### src/rtl/lcd1602_pkg.sv
// Shared LCD1602 definitions: HD44780 command bytes, bus-writer states,
// default 50 MHz timings and the long-execution command classifier.
package lcd1602_pkg;

    localparam logic [7:0] CMD_FUNC_8B2L = 8'h38;
    localparam logic [7:0] CMD_DISP_ON   = 8'h0C;
    localparam logic [7:0] CMD_ENTRY_INC = 8'h06;
    localparam logic [7:0] CMD_CLEAR     = 8'h01;
    localparam logic [7:0] CMD_HOME      = 8'h02;
    localparam logic [7:0] CMD_DDRAM_L1  = 8'h80;
    localparam logic [7:0] CMD_DDRAM_L2  = 8'hC0;

    localparam int unsigned DEF_T_POWERUP_CYC   = 2_000_000;
    localparam int unsigned DEF_T_SETUP_CYC     = 4;
    localparam int unsigned DEF_T_EN_HIGH_CYC   = 15;
    localparam int unsigned DEF_T_HOLD_CYC      = 4;
    localparam int unsigned DEF_T_EXEC_CYC      = 2_500;
    localparam int unsigned DEF_T_EXEC_LONG_CYC = 80_000;

    typedef enum logic [2:0] {
        BW_POWERUP = 3'd0,
        BW_IDLE    = 3'd1,
        BW_SETUP   = 3'd2,
        BW_PULSE   = 3'd3,
        BW_HOLD    = 3'd4,
        BW_EXEC    = 3'd5
    } bw_state_e;

    // Clear (0x01) and home (0x02/0x03) need the long execution wait.
    function automatic logic is_long_cmd(input logic rs, input logic [7:0] data);
        return !rs && (data == 8'h01 || data == 8'h02 || data == 8'h03);
    endfunction

    function automatic int unsigned max_u(input int unsigned a, input int unsigned b);
        return (a > b) ? a : b;
    endfunction

endpackage

### src/rtl/lcd1602_bus_writer.sv
// HD44780 8-bit write engine: takes one RS/byte over valid/ready and plays it
// onto the LCD pins with setup, E-high, hold and execution-wait timing.
module lcd1602_bus_writer
    import lcd1602_pkg::*;
#(
    parameter int unsigned T_POWERUP_CYC   = DEF_T_POWERUP_CYC,
    parameter int unsigned T_SETUP_CYC     = DEF_T_SETUP_CYC,
    parameter int unsigned T_EN_HIGH_CYC   = DEF_T_EN_HIGH_CYC,
    parameter int unsigned T_HOLD_CYC      = DEF_T_HOLD_CYC,
    parameter int unsigned T_EXEC_CYC      = DEF_T_EXEC_CYC,
    parameter int unsigned T_EXEC_LONG_CYC = DEF_T_EXEC_LONG_CYC
) (
    input  logic       clk,
    input  logic       rst,
    input  logic       in_valid,
    output logic       in_ready,
    input  logic       in_rs,
    input  logic [7:0] in_data,
    output logic       busy,
    output logic       lcd_rs,
    output logic       lcd_rw,
    output logic       lcd_en,
    output logic [7:0] lcd_dat
);

    localparam int unsigned T_MAX = max_u(max_u(max_u(T_POWERUP_CYC, T_SETUP_CYC),
                                                max_u(T_EN_HIGH_CYC, T_HOLD_CYC)),
                                          max_u(T_EXEC_CYC, T_EXEC_LONG_CYC));
    localparam int CNT_W = $clog2(T_MAX) + 1;

    // Terminal count of a phase; a zero-length phase is stretched to one cycle.
    function automatic logic [CNT_W-1:0] last_cnt(input int unsigned t);
        return (t <= 1) ? '0 : CNT_W'(t - 1);
    endfunction

    localparam logic [CNT_W-1:0] LAST_PWR       = last_cnt(T_POWERUP_CYC);
    localparam logic [CNT_W-1:0] LAST_SETUP     = last_cnt(T_SETUP_CYC);
    localparam logic [CNT_W-1:0] LAST_EN        = last_cnt(T_EN_HIGH_CYC);
    localparam logic [CNT_W-1:0] LAST_HOLD      = last_cnt(T_HOLD_CYC);
    localparam logic [CNT_W-1:0] LAST_EXEC      = last_cnt(T_EXEC_CYC);
    localparam logic [CNT_W-1:0] LAST_EXEC_LONG = last_cnt(T_EXEC_LONG_CYC);

    bw_state_e        state_q, state_d;
    logic [CNT_W-1:0] cnt_q, cnt_d;
    logic             rs_q, rs_d;
    logic [7:0]       dat_q, dat_d;
    logic             en_q, en_d;
    logic             ready_q, ready_d;
    logic             busy_q, busy_d;
    logic             take;
    logic [CNT_W-1:0] exec_last;

    always_comb begin
        state_d   = state_q;
        cnt_d     = cnt_q + CNT_W'(1);
        rs_d      = rs_q;
        dat_d     = dat_q;
        en_d      = en_q;
        take      = in_valid && ready_q;
        exec_last = is_long_cmd(rs_q, dat_q) ? LAST_EXEC_LONG : LAST_EXEC;

        case (state_q)
            BW_POWERUP: begin
                if (cnt_q == LAST_PWR) begin
                    state_d = BW_IDLE;
                    cnt_d   = '0;
                end
            end
            BW_IDLE: cnt_d = '0;
            BW_SETUP: begin
                if (cnt_q == LAST_SETUP) begin
                    state_d = BW_PULSE;
                    en_d    = 1'b1;
                    cnt_d   = '0;
                end
            end
            BW_PULSE: begin
                if (cnt_q == LAST_EN) begin
                    state_d = BW_HOLD;
                    en_d    = 1'b0;
                    cnt_d   = '0;
                end
            end
            BW_HOLD: begin
                if (cnt_q == LAST_HOLD) begin
                    state_d = BW_EXEC;
                    cnt_d   = '0;
                end
            end
            BW_EXEC: begin
                if (cnt_q == exec_last) begin
                    state_d = BW_IDLE;
                    cnt_d   = '0;
                end
            end
            default: begin
                state_d = BW_POWERUP;
                cnt_d   = '0;
            end
        endcase

        // ready_q is only high in IDLE or the last EXEC cycle, so this covers
        // both a fresh transfer and a back-to-back one with no idle bubble.
        if (take) begin
            state_d = BW_SETUP;
            cnt_d   = '0;
            rs_d    = in_rs;
            dat_d   = in_data;
        end

        // in_ready rises during the final EXEC cycle so the next transfer edge
        // lands exactly setup+en+hold+exec cycles after the previous one.
        ready_d = (state_d == BW_IDLE) || (state_d == BW_EXEC && cnt_d == exec_last);
        busy_d  = (state_d != BW_IDLE);
    end

    always_ff @(posedge clk) begin
        if (rst) begin
            state_q <= BW_POWERUP;
            cnt_q   <= '0;
            rs_q    <= 1'b0;
            dat_q   <= 8'h00;
            en_q    <= 1'b0;
            ready_q <= 1'b0;
            busy_q  <= 1'b1;
        end else begin
            state_q <= state_d;
            cnt_q   <= cnt_d;
            rs_q    <= rs_d;
            dat_q   <= dat_d;
            en_q    <= en_d;
            ready_q <= ready_d;
            busy_q  <= busy_d;
        end
    end

    assign in_ready = ready_q;
    assign busy     = busy_q;
    assign lcd_rs   = rs_q;
    assign lcd_rw   = 1'b0;
    assign lcd_en   = en_q;
    assign lcd_dat  = dat_q;

endmodule

### config.mk
export PLATFORM = sky130hd
export DESIGN_NAME = lcd1602_bus_writer
export DESIGN_NICKNAME = d
export VERILOG_FILES = /design/src/rtl/lcd1602_pkg.sv /design/src/rtl/lcd1602_bus_writer.sv
export SDC_FILE = /design/constraint.sdc
export NUM_CORES = 1
export LEC_CHECK = 0
export BUFFER_PORTS_ARGS = -buffer_cell sky130_fd_sc_hd__buf_2
export CORE_UTILIZATION = 30
export DETAILED_ROUTE_END_ITERATION = 10
export SYNTH_ARGS = -nofsm -noshare
export SYNTH_HDL_FRONTEND = slang
export SYNTH_SLANG_ARGS = --single-unit
### constraint.sdc
create_clock -name clk -period 3.1 [get_ports clk]
set_clock_uncertainty 0.05 [all_clocks]
set_input_delay 0.31 -clock clk [delete_from_list [all_inputs] [get_ports clk]]
set_output_delay 0.31 -clock clk [all_outputs]
set_load 0.02 [all_outputs]
=== Yosys cells after proc, flatten, opt, wreduce, memory -nomap -nowiden ===
Index checks and enable logic that the tools add are counted.

* Bits in writable memories: 0
* Bits in registers: 37
* ROM bits: 0
* Latch bits: 0
* Output and inout bits: 13
* Memories: 0

* Add/sub/neg operators: 1
* Eq/ne operators: 18
* Div/mod/pow operators: 0
* Mux-type cells: 17
* Bitwise operators: 0
* Shifts and indexed selects: 0
* Reductions and logical operators: 11
* Order comparisons: 0
* $mul: 0

{| class="wikitable"
|+ Operator list
! operator !! number
|-
| two-way mux 22 bit || 5
|-
| case mux 22 bit (4 select lines) || 1
|-
| == test 22 x 17 -> 1 bit || 2
|-
| adder 22 x 1 -> 22 bit, second input constant || 1
|-
| == test 22 x 2 -> 1 bit, second input constant || 1
|-
| == test 22 x 21 -> 1 bit, second input constant || 1
|-
| == test 22 x 4 -> 1 bit, second input constant || 1
|-
| two-way mux 3 bit || 6
|-
| case mux 3 bit (6 select lines) || 1
|-
| two-way mux 17 bit || 1
|-
| == test 8 x 2 -> 1 bit, second input constant || 2
|-
| == test 3 bit, second input constant || 3
|-
| == test 8 x 1 -> 1 bit, second input constant || 1
|-
| == test 3 x 1 -> 1 bit, second input constant || 2
|-
| == test 3 x 2 -> 1 bit, second input constant || 2
|-
| != test 2 bit, second input constant || 2
|-
| logical AND 1 bit || 3
|-
| zero test 3 bit || 1
|-
| logical OR 1 bit || 3
|-
| != test 3 x 1 -> 1 bit, second input constant || 1
|-
| AND reduction 3 bit || 1
|-
| two-way mux 1 bit || 2
|-
| case mux 1 bit (2 select lines) || 1
|-
| nonzero test 2 bit || 1
|-
| other kinds (2) || 2
|}

=== Depth between registers and ports, before layout ===
* Word-level depth: 12
* Mapped depth: 10
* Mapped depth without buffers: 9

=== Worst setup path after synthesis ===
Ideal clock, no wire load.

* Path kind: register -> register
* Start: reg cnt_q[12]
* End: reg cnt_q[13]
* Path slack: 386 ps
* Cell stages (with the launch flop): 11
* Data arrival time: 2543 ps
* Clock period less this slack: 2714 ps
* Path through: dfxtp_1 > buf_6 > or3_4 > or4_4 > or3_4 > or2_4 > nand2_4 > a21oi_2 > o31ai_4 > buf_6 > nor2_2

* Cells in the longest elaborated chain, start to end: 4
* Elaborated cells between the ends (all ways): 11
* Those cells by class: add/sub (1); eq/ne (4); mux (6)

{| class="wikitable"
|+ Ends and longest elaborated chain
! element !! line !! text
|-
| from (decl) || lcd1602_bus_writer.sv:44 || <nowiki>logic [CNT_W-1:0] cnt_q, cnt_d;</nowiki>
|-
| from (signal assigned) || lcd1602_bus_writer.sv:128 || <nowiki>cnt_q <= cnt_d;</nowiki>
|-
| adder 22 x 1 -> 22 bit, or another cell as far along || lcd1602_bus_writer.sv:55 || <nowiki>cnt_d = cnt_q + CNT_W'(1);</nowiki>
|-
| two-way mux 22 bit, on equally long branches || -- ||
|-
| case mux 22 bit (4 select lines) (*) || lcd1602_bus_writer.sv:62 || <nowiki>case (state_q)</nowiki>
|-
| two-way mux 22 bit (*) || lcd1602_bus_writer.sv:104 || <nowiki>if (take) begin</nowiki>
|}

Mark *: on every way between the ends. The rest lies on a longest branch, timed or not.
A chain may end at the register's enable or synchronous reset.

=== Worst setup path in the final report ===
* Start: reg cnt_q[12]
* End: reg cnt_q[8]

* Cells in the longest elaborated chain, start to end: 4
* Elaborated cells between the ends (all ways): 10
* Those cells by class: eq/ne (4); mux (6)

{| class="wikitable"
|+ Ends and longest elaborated chain
! element !! line !! text
|-
| == test 22 x 17 -> 1 bit, or another cell as far along || lcd1602_bus_writer.sv:91 || <nowiki>if (cnt_q == exec_last) begin</nowiki>
|-
| two-way mux 22 bit, on equally long branches || -- ||
|-
| case mux 22 bit (4 select lines) (*) || lcd1602_bus_writer.sv:62 ||
|-
| two-way mux 22 bit (*) || lcd1602_bus_writer.sv:104 ||
|}

Marked as above.

==> results.json <==
{
  "die_w_um": 86.5,
  "final_cell_mix": "37 x dfxtp_1, 32 x nand2_1, 23 x buf_2",
  "clock_latency_ps": 290,
  "final_common_cell": "dfxtp_1",
  "postCtsSetupBuffers": 0,
  "synth_cells": 272,
  "cts_tree": "yes",
  "period_minus_slack_ps": 2800,
  "syn_area_per_cell_sq_um": 7.87,
  "clock_path_buffers": 2,
  "fmax_ghz": 0.357,
  "nFillCells": 754,
  "finish.utilization_pct": 35.8,
  "hold_viol": 0,
  "endpoint": "cnt_q[8]",
  "io_buffers": 23,
  "seq_area_frac_synth_pct": 34.6,
  "period_share_pct": 90.3,
  "rr_worst_depth": 9,
  "synth_cell_types": 47,
  "seqPwrFrac_pct": 50.0,
  "detail-route-antenna-nets": 0,
  "slew_viol_final": 0,
  "p_total_mw": 0.974,
  "dpl_worst_slack_ps": 308,
  "syn2layout_area_growth_pct": 14.2,
  "tightest_slew_ps": 690,
  "route.detailed.drc": 0,
  "grt_overflow_total": 0,
  "diodes": 0,
  "grt.total_usage_pct": 14.3,
  "pin_count": 25,
  "die_h_um": 86.5,
  "yosys_warnings": 0,
  "place.gp.congestion": 0.848,
  "cp_num_cells": 9,
  "max_stage_delay_ps": 500,
  "crit_path_top_delay_cell": "or4_4",
  "wire_per_inst_um": 12.4,
  "ys_async_sr_fraction_pct": 0,
  "start_kind": "flop",
  "crit_start": "cnt_q[12]",
  "timing.rr.start": "cnt_q[12]",
  "grt_pass1_vias": 1778,
  "core_sq_um": 6830,
  "required_ps": 3230,
  "grt_max_degree": 22,
  "path_buf_inv": 1,
  "switching_share_pct": 21.7,
  "worstPathMaxFanout": 21,
  "root_buffer": "clkbuf_8",
  "die_area_sq_um": 7470,
  "crit_family": "simple AND/OR/NAND/NOR gates",
  "ctsHtreeMaxLevel": 2,
  "use_met2_pct": 20.9,
  "netlist_area_sq_um": 2140,
  "synth-edff-count": 0,
  "grt.busiest_layer": "met2",
  "numCtsBuffers": 5,
  "dpl.hpwl_um": 3450,
  "r2r-end": "cnt_q[8]",
  "cts.sink_count": 37,
  "p_comb_share_pct": 5.2,
  "path_class": "flop to flop",
  "outcome": "finished, final reports clean",
  "setup_ws_ps": 301,
  "crit_arrival_ps": 2930,
  "slew_headroom_pct": 53.6,
  "grt.met3_usage_pct": 3.14,
  "clkPwrFrac_pct": 44.8,
  "drt_iter0_markers": 145,
  "ctsHoldBuffers": 0,
  "min_path_type": "primary input to flop",
  "end_kind": "flop",
  "p_sw_mw": 0.212,
  "rsz0062_at_grt": "no",
  "path_clk_slew_ps": 80,
  "vias": 1883,
  "pwr_density_cell_nw_per_um2": 399,
  "syn_nets": 286,
  "drt_pre_antenna_iters": 4,
  "final_nets": 302,
  "ir_drop_uv": 199,
  "drive_above_1_share_pct": 21.8,
  "p_int_mw": 0.763,
  "core.rowCount": 30,
  "p_leak_nw": 0.843,
  "setup_viol": 0,
  "synthFlopType": "dfxtp_1",
  "start_util_pct": 31.3,
  "use_met1_pct": 20.3,
  "antenna_found_initial": 0,
  "synth_seq_cells": 37,
  "wirelength_um": 4770,
  "r2r_setup_slack_ps": 300,
  "viasPerCell": 4.89,
  "fin_tns_setup_ps": 0,
  "cts_resized": 0,
  "grt_pass1_wl_um": 8340,
  "drv_cap": 0,
  "crit_top_cell": "or3_4",
  "path_cells": "or3_4, or4_4, or3_4, or2_4, nand2_4, a21oi_2, o31ai_4, buf_12, nor2b_1"
}
==> flip-flops by register name (all words and copies together), names as in the netlist <==
register / flops
busy: 1
state_q: 3
in_ready: 1
lcd_rs: 1
cnt_q: 22
lcd_dat: 8
lcd_en: 1
==> metrics by stage <==
| stage | hold WS, ps | area (sq um) | std cells |
|---|---|---|---|
| floorplan | 329 | 2140 | 272 |
| global placement | 409 | 2330 | 377 |
| detailed placement | 411 | 2330 | 377 |
| CTS | 193 | 2440 | 385 |
| global route | 209 | 2440 | 385 |
| finish | 199 | 2440 | 385 |
==> cells by family after synthesis <==
| logic type | share of synthesized area [%] |
|---|---|
| compound gates | 11.5 |
| xor+xnor | 9.42 |
| fa+ha+maj | 1.17 |
| buf+inv | 5.44 |
| flops | 34.6 |
| mux | 0.468 |
| other cells | 0.175 |
| simple gates | 37.2 |
==> layout make-up <==
class	count	area (sq um)	area share, %
Multi-Input combinational cell	211	1280	52.5
Timing Repair Buffer	28	165	6.76
Tap cell	96	120	4.92
Clock buffer	7	86.3	3.53
Clock inverter	1	30.0	1.23
Sequential cell	37	741	30.3
Inverter	5	18.8	0.768
==> synth_stat cells, types with 3 or more instances <==
master	count	share of area, %
xor2_1	9	3.7
nand2b_1	5	1.5
buf_6	3	1.6
nor4_1	10	2.9
nor2b_1	4	1.2
a21oi_1	17	4.0
nand3b_1	4	1.4
nand2_1	32	5.6
o21ai_0	4	0.94
nor3_1	12	2.8
nor2_1	19	3.3
dfxtp_1	37	35
nor2_2	19	5.6
clkbuf_1	15	2.6
or3_1	5	1.5
nand3_1	12	2.8
inv_1	5	0.88
and3_1	3	0.88
xnor2_1	14	5.7
nand4_1	9	2.6
==> power by group through the flow <==
stage	sequential [mW]	clock (mW)	combinational (mW)
after CTS	0.487	0.449	0.0511
after global placement	0.498	0	0.0503
after global routing	0.489	0.461	0.0568
after floorplan	0.497	0	0.0352
final	0.487	0.437	0.0504
after detailed placement	0.498	0	0.0504
==> routing by layer <==
layer	vias to the layer above	part of all wire, %
li1	970	-
met1	885	50
met2	20	45
met3	8	3.5
met4	0	1.7
met5	-	0
==> worst min-delay path by stage <==
stage          startpoint    endpoint  slack, ps  depth (start not counted)
2_1_floorplan         rst  lcd_dat[4]        330                          1
3_3_place_gp   lcd_dat[0]  lcd_dat[0]        410                          2
3_5_place_dp   lcd_dat[6]  lcd_dat[6]        410                          2
4_1_cts        in_data[7]  lcd_dat[7]        190                          3
5_1_grt        in_data[5]  lcd_dat[5]        210                          3
6_report       in_data[6]  lcd_dat[6]        200                          3
==> tightest hold or removal path: stages <==
cell and delay [ps]:
buf_2 90, nand2_1 40, a21oi_1 50
No activity file was read; power rests on OpenSTA's default activity.
